**config.mk**
```make
export PLATFORM = sky130hd
export DESIGN_NAME = mmio_instr_decoder_flat
export DESIGN_NICKNAME = d
export VERILOG_FILES = /design/src/rtl/mmio_instr_decoder_if.sv /design/src/rtl/mmio_instr_decoder.sv /design/src/flat_wrapper.sv
export SDC_FILE = /design/constraint.sdc
export NUM_CORES = 1
export LEC_CHECK = 0
export BUFFER_PORTS_ARGS = -buffer_cell sky130_fd_sc_hd__clkbuf_2
export CORE_MARGIN = 5
export CORE_UTILIZATION = 48
export CTS_CLUSTER_SIZE = 16
export DETAILED_ROUTE_END_ITERATION = 12
export GPL_ROUTABILITY_DRIVEN = 0
export HOLD_SLACK_MARGIN = 0.05
export PLACE_DENSITY_LB_ADDON = 0.08
export REMOVE_ABC_BUFFERS = 1
export SLEW_MARGIN = 10
export SYNTH_ARGS = -nofsm -noshare
export SYNTH_HDL_FRONTEND = slang
export SYNTH_SLANG_ARGS = --single-unit
```
**constraint.sdc**
```tcl
create_clock -name clk -period 3.9 [get_ports clk]
set_clock_uncertainty 0.15 [all_clocks]
set_input_delay 0.78 -clock clk [delete_from_list [all_inputs] [get_ports clk]]
set_output_delay 0.78 -clock clk [all_outputs]
set_load 0.02 [all_outputs]
```
**src/rtl/mmio_instr_decoder_if.sv**
```systemverilog
// Bus bundle between the instruction decoder, its BRAM port B and the layer controller.
// master = decoder side, slave = BRAM/consumer side.
interface mmio_instr_decoder_if #(
  parameter int ROW_WIDTH = 10
);
  logic                 start;
  logic [31:0]          base_addr;
  logic [31:0]          bram_addrb;
  logic                 bram_enb;
  logic [7:0]           bram_web;
  logic [63:0]          bram_dinb;
  logic [63:0]          bram_doutb;
  logic                 instr_valid;
  logic                 instr_ready;
  logic [2:0]           opcode;
  logic [ROW_WIDTH-1:0] in_row;
  logic [ROW_WIDTH-1:0] in_col;
  logic [2:0]           kernel;
  logic [1:0]           stride;
  logic [1:0]           padding;
  logic [1:0]           slice_count;
  logic [11:0]          in_ch;
  logic [11:0]          out_ch;
  logic [ROW_WIDTH-1:0] out_row;
  logic [ROW_WIDTH-1:0] out_col;
  logic                 busy;
  logic                 done;
  logic                 error;

  modport master (
    input  start, base_addr, bram_doutb, instr_ready,
    output bram_addrb, bram_enb, bram_web, bram_dinb, instr_valid,
           opcode, in_row, in_col, kernel, stride, padding, slice_count,
           in_ch, out_ch, out_row, out_col, busy, done, error
  );

  modport slave (
    output start, base_addr, bram_doutb, instr_ready,
    input  bram_addrb, bram_enb, bram_web, bram_dinb, instr_valid,
           opcode, in_row, in_col, kernel, stride, padding, slice_count,
           in_ch, out_ch, out_row, out_col, busy, done, error
  );
endinterface

```
**src/rtl/mmio_instr_decoder.sv**
```systemverilog
// Fetches 64-bit layer instructions from BRAM port B, decodes them and issues them over valid/ready.
// Optional macro IFD_FIELD_CHECK_EN: also reject instructions with illegal kernel/stride/size fields.
module mmio_instr_decoder #(
  parameter int ROW_WIDTH    = 10,
  parameter int BRAM_LATENCY = 2,
  parameter int ADDR_STEP    = 1
) (
  input logic                  clk,
  input logic                  reset,
  mmio_instr_decoder_if.master bus
);
  typedef logic [ROW_WIDTH-1:0] row_t;
  typedef logic [ROW_WIDTH+1:0] span_t;
  typedef enum logic [2:0] {
    S_IDLE, S_FETCH, S_WAIT, S_DECODE, S_ISSUE, S_DONE, S_ERR
  } state_e;

  localparam logic [1:0] WAIT_LAST = 2'(BRAM_LATENCY - 1);

  state_e      state_q;
  logic [31:0] pc_q, addr_q;
  logic        enb_q, valid_q, busy_q, done_q, error_q;
  logic [1:0]  wait_cnt_q;
  logic [63:0] word_q;
  logic [2:0]  opcode_q, kernel_q;
  row_t        in_row_q, in_col_q, out_row_q, out_col_q;
  logic [1:0]  stride_q, padding_q, slice_q;
  logic [11:0] in_ch_q, out_ch_q;

  logic [2:0]  opcode_d, kernel_d;
  row_t        in_row_d, in_col_d, out_row_d, out_col_d;
  logic [1:0]  stride_d, padding_d, shamt_d;
  logic [11:0] in_ch_d, out_ch_d;
  span_t       row_sum_d, col_sum_d, row_span_d, col_span_d;
  logic [31:0] pc_next_d;
  logic        reserved_d, field_bad_d;
  logic        unused_word;

  assign opcode_d  = word_q[63:61];
  assign in_row_d  = row_t'(word_q[60:51]);
  assign in_col_d  = row_t'(word_q[50:41]);
  assign kernel_d  = word_q[40:38];
  assign stride_d  = word_q[37:36];
  assign padding_d = word_q[35:34];
  assign in_ch_d   = word_q[31:20];
  assign out_ch_d  = word_q[19:8];
  assign unused_word = ^word_q[7:0];

  // Output size: ((in + 2*pad - k) >> (stride-1)) + 1, evaluated two bits wider than a row.
  assign row_sum_d  = span_t'(in_row_d) + span_t'({padding_d, 1'b0});
  assign col_sum_d  = span_t'(in_col_d) + span_t'({padding_d, 1'b0});
  assign row_span_d = row_sum_d - span_t'(kernel_d);
  assign col_span_d = col_sum_d - span_t'(kernel_d);
  assign shamt_d    = stride_d - 2'd1;
  assign out_row_d  = row_t'((row_span_d >> shamt_d) + span_t'(1));
  assign out_col_d  = row_t'((col_span_d >> shamt_d) + span_t'(1));

  assign reserved_d = (opcode_d[2:1] != 2'b00);
  assign pc_next_d  = pc_q + 32'(ADDR_STEP);

`ifdef IFD_FIELD_CHECK_EN
  assign field_bad_d = !(kernel_d == 3'd1 || kernel_d == 3'd3) ||
                       !(stride_d == 2'd1 || stride_d == 2'd2) ||
                       (in_row_d == '0) || (in_col_d == '0) ||
                       (in_ch_d == '0) || (out_ch_d == '0) ||
                       (row_sum_d < span_t'(kernel_d));
`else
  assign field_bad_d = 1'b0;
`endif

  // NOTE: all state updates use non-blocking assignments so every register samples pre-edge values.
  always_ff @(posedge clk) begin
    if (reset) begin
      state_q    <= S_IDLE;
      pc_q       <= '0;
      addr_q     <= '0;
      enb_q      <= 1'b0;
      valid_q    <= 1'b0;
      busy_q     <= 1'b0;
      done_q     <= 1'b0;
      error_q    <= 1'b0;
      wait_cnt_q <= '0;
      word_q     <= '0;
      opcode_q   <= '0;
      kernel_q   <= '0;
      in_row_q   <= '0;
      in_col_q   <= '0;
      out_row_q  <= '0;
      out_col_q  <= '0;
      stride_q   <= '0;
      padding_q  <= '0;
      slice_q    <= '0;
      in_ch_q    <= '0;
      out_ch_q   <= '0;
    end else begin
      case (state_q)
        S_IDLE, S_DONE, S_ERR: begin
          if (bus.start) begin
            pc_q    <= bus.base_addr;
            addr_q  <= bus.base_addr;
            enb_q   <= 1'b1;
            busy_q  <= 1'b1;
            done_q  <= 1'b0;
            error_q <= 1'b0;
            state_q <= S_FETCH;
          end
        end
        S_FETCH: begin
          enb_q      <= 1'b0;
          wait_cnt_q <= '0;
          state_q    <= S_WAIT;
        end
        S_WAIT: begin
          if (wait_cnt_q == WAIT_LAST) begin
            word_q  <= bus.bram_doutb;
            state_q <= S_DECODE;
          end else begin
            wait_cnt_q <= wait_cnt_q + 2'd1;
          end
        end
        S_DECODE: begin
          opcode_q  <= opcode_d;
          in_row_q  <= in_row_d;
          in_col_q  <= in_col_d;
          kernel_q  <= kernel_d;
          stride_q  <= stride_d;
          padding_q <= padding_d;
          slice_q   <= word_q[33:32];
          in_ch_q   <= in_ch_d;
          out_ch_q  <= out_ch_d;
          out_row_q <= out_row_d;
          out_col_q <= out_col_d;
          // END wins over every other check, including the field checks.
          if (opcode_d == 3'b111) begin
            done_q  <= 1'b1;
            busy_q  <= 1'b0;
            state_q <= S_DONE;
          end else if (reserved_d || field_bad_d) begin
            error_q <= 1'b1;
            busy_q  <= 1'b0;
            state_q <= S_ERR;
          end else begin
            valid_q <= 1'b1;
            state_q <= S_ISSUE;
          end
        end
        S_ISSUE: begin
          if (bus.instr_ready) begin
            valid_q <= 1'b0;
            pc_q    <= pc_next_d;
            addr_q  <= pc_next_d;
            enb_q   <= 1'b1;
            state_q <= S_FETCH;
          end
        end
        default: state_q <= S_IDLE;
      endcase
    end
  end

  assign bus.bram_addrb  = addr_q;
  assign bus.bram_enb    = enb_q;
  assign bus.bram_web    = 8'h00;
  assign bus.bram_dinb   = 64'h0;
  assign bus.instr_valid = valid_q;
  assign bus.opcode      = opcode_q;
  assign bus.in_row      = in_row_q;
  assign bus.in_col      = in_col_q;
  assign bus.kernel      = kernel_q;
  assign bus.stride      = stride_q;
  assign bus.padding     = padding_q;
  assign bus.slice_count = slice_q;
  assign bus.in_ch       = in_ch_q;
  assign bus.out_ch      = out_ch_q;
  assign bus.out_row     = out_row_q;
  assign bus.out_col     = out_col_q;
  assign bus.busy        = busy_q;
  assign bus.done        = done_q;
  assign bus.error       = error_q;
endmodule

```
**src/flat_wrapper.sv**
```systemverilog
// flat-port wrapper written by rule: the top's interface ports become plain ports
module mmio_instr_decoder_flat 
#(
  parameter int ROW_WIDTH    = 10,
  parameter int BRAM_LATENCY = 2,
  parameter int ADDR_STEP    = 1
)
  (clk, reset, bus_start, bus_base_addr, bus_bram_doutb, bus_instr_ready, bus_bram_addrb, bus_bram_enb, bus_bram_web, bus_bram_dinb, bus_instr_valid, bus_opcode, bus_in_row, bus_in_col, bus_kernel, bus_stride, bus_padding, bus_slice_count, bus_in_ch, bus_out_ch, bus_out_row, bus_out_col, bus_busy, bus_done, bus_error);
  mmio_instr_decoder_if #(.ROW_WIDTH(ROW_WIDTH)) bus_i ();
  input logic clk;
  input logic reset;
  input wire logic [$bits(bus_i.start)-1:0] bus_start;
  input wire logic [$bits(bus_i.base_addr)-1:0] bus_base_addr;
  input wire logic [$bits(bus_i.bram_doutb)-1:0] bus_bram_doutb;
  input wire logic [$bits(bus_i.instr_ready)-1:0] bus_instr_ready;
  output wire logic [$bits(bus_i.bram_addrb)-1:0] bus_bram_addrb;
  output wire logic [$bits(bus_i.bram_enb)-1:0] bus_bram_enb;
  output wire logic [$bits(bus_i.bram_web)-1:0] bus_bram_web;
  output wire logic [$bits(bus_i.bram_dinb)-1:0] bus_bram_dinb;
  output wire logic [$bits(bus_i.instr_valid)-1:0] bus_instr_valid;
  output wire logic [$bits(bus_i.opcode)-1:0] bus_opcode;
  output wire logic [$bits(bus_i.in_row)-1:0] bus_in_row;
  output wire logic [$bits(bus_i.in_col)-1:0] bus_in_col;
  output wire logic [$bits(bus_i.kernel)-1:0] bus_kernel;
  output wire logic [$bits(bus_i.stride)-1:0] bus_stride;
  output wire logic [$bits(bus_i.padding)-1:0] bus_padding;
  output wire logic [$bits(bus_i.slice_count)-1:0] bus_slice_count;
  output wire logic [$bits(bus_i.in_ch)-1:0] bus_in_ch;
  output wire logic [$bits(bus_i.out_ch)-1:0] bus_out_ch;
  output wire logic [$bits(bus_i.out_row)-1:0] bus_out_row;
  output wire logic [$bits(bus_i.out_col)-1:0] bus_out_col;
  output wire logic [$bits(bus_i.busy)-1:0] bus_busy;
  output wire logic [$bits(bus_i.done)-1:0] bus_done;
  output wire logic [$bits(bus_i.error)-1:0] bus_error;
  assign bus_i.start = bus_start;
  assign bus_i.base_addr = bus_base_addr;
  assign bus_i.bram_doutb = bus_bram_doutb;
  assign bus_i.instr_ready = bus_instr_ready;
  assign bus_bram_addrb = bus_i.bram_addrb;
  assign bus_bram_enb = bus_i.bram_enb;
  assign bus_bram_web = bus_i.bram_web;
  assign bus_bram_dinb = bus_i.bram_dinb;
  assign bus_instr_valid = bus_i.instr_valid;
  assign bus_opcode = bus_i.opcode;
  assign bus_in_row = bus_i.in_row;
  assign bus_in_col = bus_i.in_col;
  assign bus_kernel = bus_i.kernel;
  assign bus_stride = bus_i.stride;
  assign bus_padding = bus_i.padding;
  assign bus_slice_count = bus_i.slice_count;
  assign bus_in_ch = bus_i.in_ch;
  assign bus_out_ch = bus_i.out_ch;
  assign bus_out_row = bus_i.out_row;
  assign bus_out_col = bus_i.out_col;
  assign bus_busy = bus_i.busy;
  assign bus_done = bus_i.done;
  assign bus_error = bus_i.error;
  mmio_instr_decoder #(.ROW_WIDTH(ROW_WIDTH), .BRAM_LATENCY(BRAM_LATENCY), .ADDR_STEP(ADDR_STEP)) u_core (.clk(clk), .reset(reset), .bus(bus_i));
endmodule
```
==> results.md <==
- Post-CTS Hold Buffers: 0
- Outcome: finished, violations left
- Routed length on met1: 11400 um
- Max-cap violation count: 0
- Core Footprint: 0.0202 mm^2
- Worst path required time: approximately 4.1 ns
- Most used DFF post-synth: sky130_fd_sc_hd__dfxtp_1
- Endpoint arrival time on the critical path: 4.21 ns
- Number of sinks driven by the clock tree: 174
- Tmin final: 4.02 ns
- IO buf count: between 200 and 250
- Post-Synthesis Cells: 1312
- Total power draw: a little over 6 mW
- Slew of the pin with the lowest slew margin: 0.899 ns
- CTS Root Buffer Type: sky130_fd_sc_hd__clkbuf_16
- Height of the die: 153 um
- Slowest library cell on the worst path: sky130_fd_sc_hd__fa_1
- Pwr/cell area: 515 mW/mm^2
- Post-Place Cell Area: around 0.011 mm^2
- Antenna violations before repair: 2
- Post-synthesis to final-layout area growth: 21.0%
- Most frequent standard cell in the layout excluding fill and tap cells: sky130_fd_sc_hd__nand2_1
- Number of fill cells: around 2000
- Initial Utilization: between 40% and 50%
- Type of the setup path with the least slack: reg -> reg
- Clock slew at the register clock pins of the worst setup and hold paths: 0.07 ns
- Initial DRC Count: 476
- ANT nets after route: 0
- Worst Setup Slack, final: -0.117 ns
- Cell types occupying the most area after synthesis: sky130_fd_sc_hd__dfxtp_1 (36%), sky130_fd_sc_hd__nand2_1 (12%), sky130_fd_sc_hd__a21oi_1 (9.7%)
- Total length of routed met3 wires: 1640 um
- Topmost layer with routed signal wires: met4
- Hold violation count in the final report: 0
- Biggest area consumer among synthesized cells: sky130_fd_sc_hd__dfxtp_1
- Detail Route met2 WL: between 10000 and 15000 um
- # H-tree levels: 4
- Vias after detailed routing: 9423
- CTS Buf Count: 17
- Portion of the post-synthesis area used by sequential elements: around 36%
- FP Rows: 52
- Reported leakage power: about 4.7 nW
- Total overflow reported by the global router: 0
- Cell-by-cell listing of the critical path: ha_4 -> fa_1 -> ha_4 -> and3b_2 -> nor3_2 -> o31a_2 -> or3_4 -> a32oi_2 -> nand4_1 -> a2111o_1 -> or3_4 -> a2111oi_4
- Number of flip-flops and latches in the synthesized netlist: between 150 and 200
- Post-synthesis instance area: 0.00979 mm^2
- Critical Path End Type: flop
- Count of boundary I/O pins: 285
- Distinct cell type count of the synthesized netlist: 76
- Final total negative setup slack: -0.192 ns
- Final nets: 1622
- Portion of the clock cycle consumed by the worst path in the final layout: 103%
- Number of synthesized flops with an enable pin: 0
- Utilization of the core after routing: between 50% and 60%
- Async set or reset register ratio after synthesis: 0%
- Total buffers and inverters traversed by the critical path: 0
- Total Routed Length: 26200 um
- Per-cell via count in the routed design: approximately 5.3
- Type of the most critical hold path: reg -> reg
- Summed area of non-filler cells in the final layout: 0.0118 mm^2
- CP max stage delay: 0.48 ns
- Wirelength per Cell: 14.6 um
- Number of max-slew violations in the final report: 0
- Die span in x: roughly 150 um
- Worst Setup Start Kind: flop
- All-Layer GR Usage: 21.3%
- Peak fanout along the critical path: 7
- Full die area: 0.0234 mm^2
- DRC violations left: 0
- Rel. slew slack: 40.0%
- Commonest cells after routing, fill and taps aside: sky130_fd_sc_hd__nand2_1 (299), sky130_fd_sc_hd__clkbuf_2 (203), sky130_fd_sc_hd__a21oi_1 (187), sky130_fd_sc_hd__dfxtp_1 (172), sky130_fd_sc_hd__nor2_1 (80)
- Vias in the first global route: 8571
- Cell class contributing the biggest share of worst-path delay: compound AO/OA/AOI/OAI gates
- Achievable Freq: around 250 MHz
- RSZ-0062 raised after global routing: true
- DPL Wire Length: 18300 um
- Clock latency of the later-clocked register in the worst-skew pair: around 0.44 ns
- Setup-failing EPs final: 3
- Fraction of final layout cells sized beyond drive strength 1: about a quarter
- Worst vdd ir: 0.000422 V
- Worst-case hold slack: a little over 0.3 ns
- Yosys warns: 0
- Fraction of post-synthesis cell area in the top cell type by area: 35.6%
- Synthesized area per cell: 7.46 um^2
- Pin count of the biggest net entering global routing: 100
- Pre-antenna DRT Iters: 4
- TritonCTS clock tree: built
- First-pass GRT wire length: about 43000 um
- Violated checks: negative setup slack
- Buffer depth of the longest clock path: 2
path summary, 6_finish.rpt:
check,from,to,slack [ns],cells past startpoint
max,u_core.word_q[34],u_core.bus.out_col[9],-0.12,12
min,u_core.word_q[17],u_core.bus.out_ch[9],0.30,2
max reg2reg,u_core.word_q[34],u_core.bus.out_col[9],-0.12,12
min reg2reg,u_core.word_q[17],u_core.bus.out_ch[9],0.30,2
repair_timing:
action                                  CTS  global route
endpoints found under the setup margin    6            10
buffers inserted                          3             0
resized for setup                        26            31
pin swaps                                 9            17
synthesized netlist by cell type (6+ instances only):
cell type,instances
sky130_fd_sc_hd__o21ai_0,41
sky130_fd_sc_hd__xor2_1,11
sky130_fd_sc_hd__ha_1,14
sky130_fd_sc_hd__nor4_1,8
sky130_fd_sc_hd__nand2_1,301
sky130_fd_sc_hd__a211oi_1,40
sky130_fd_sc_hd__or3_1,13
sky130_fd_sc_hd__xnor2_1,21
sky130_fd_sc_hd__o31ai_1,9
sky130_fd_sc_hd__a21oi_1,190
sky130_fd_sc_hd__a21o_1,7
sky130_fd_sc_hd__clkbuf_1,81
sky130_fd_sc_hd__buf_4,74
sky130_fd_sc_hd__dfxtp_1,174
sky130_fd_sc_hd__nand4_1,12
sky130_fd_sc_hd__o22ai_1,7
sky130_fd_sc_hd__nor3_1,29
sky130_fd_sc_hd__a22oi_1,9
sky130_fd_sc_hd__nand3_1,35
sky130_fd_sc_hd__buf_6,8
sky130_fd_sc_hd__and3_1,15
sky130_fd_sc_hd__inv_1,11
sky130_fd_sc_hd__or2_2,6
sky130_fd_sc_hd__a31oi_1,9
sky130_fd_sc_hd__nor2_1,81
per-stage QoR:
stage	setup WS [ns]	instances
after floorplan	-2.25	1210
after global placement	-0.200	1751
after detailed placement	-0.264	1751
after CTS	-0.0585	1786
after global routing	-0.244	1788
final	-0.117	1788
logic make-up after synthesis:
logic type      share of synthesized area [%]
mux                                      1.33
compound gates                           22.0
buf+inv                                  10.9
fa+ha+maj                                2.81
other cells                            0.0383
flops                                    35.6
simple gates                             23.8
xor+xnor                                 3.53
layout make-up:
type / count / area, um^2 / share of cell area, %
antenna: 2 / 5.00 / 0.0422
clock inverter: 15 / 191 / 1.62
clock buffer: 17 / 425 / 3.59
timing repair buffer: 274 / 1570 / 13.2
multi-input combinational: 1023 / 5790 / 48.9
sequential: 174 / 3490 / 29.4
tap: 270 / 338 / 2.85
inverter: 13 / 48.8 / 0.412
flip-flops by register name, indices dropped and copies added, names as in the netlist:
| signal | cells |
|---|---|
| u_core.word_q | 56 |
| u_core.pc_q | 32 |
| u_core.bus.in_ch | 12 |
| u_core.bus.out_ch | 12 |
| u_core.bus.in_col | 10 |
| u_core.bus.in_row | 10 |
| u_core.bus.out_col | 10 |
| u_core.bus.out_row | 10 |
| u_core.bus.kernel | 3 |
| u_core.bus.opcode | 3 |
| u_core.state_q | 3 |
| u_core.bus.padding | 2 |
| u_core.bus.slice_count | 2 |
| u_core.bus.stride | 2 |
| u_core.wait_cnt_q | 2 |
| u_core.bus.bram_enb | 1 |
| u_core.bus.busy | 1 |
| u_core.bus.done | 1 |
| u_core.bus.error | 1 |
| u_core.bus.instr_valid | 1 |
tightest hold or removal path, delay by kind of cell, from the launching register on:
kind            cells  cell delay, ns
flops               1            0.31
simple gates        1            0.05
compound gates      1            0.05
where the power goes:
group          total [mW]  switching, mW  internal [mW]  leakage (nW)
Sequential           2.25          0.260           1.99          1.41
Clock                1.75          0.872          0.875         0.298
Combinational        2.10           1.31          0.797          3.01
Total                6.10           2.44           3.67          4.72
layer usage:
layer | global-route usage (%) | vias to the layer above
li1 | - | 4799
met1 | 27.4 | 4314
met2 | 35.6 | 277
met3 | 5.09 | 33
met4 | 6.83 | 0
met5 | 0 | -
Note: power is estimated with default switching activity, not from simulation.
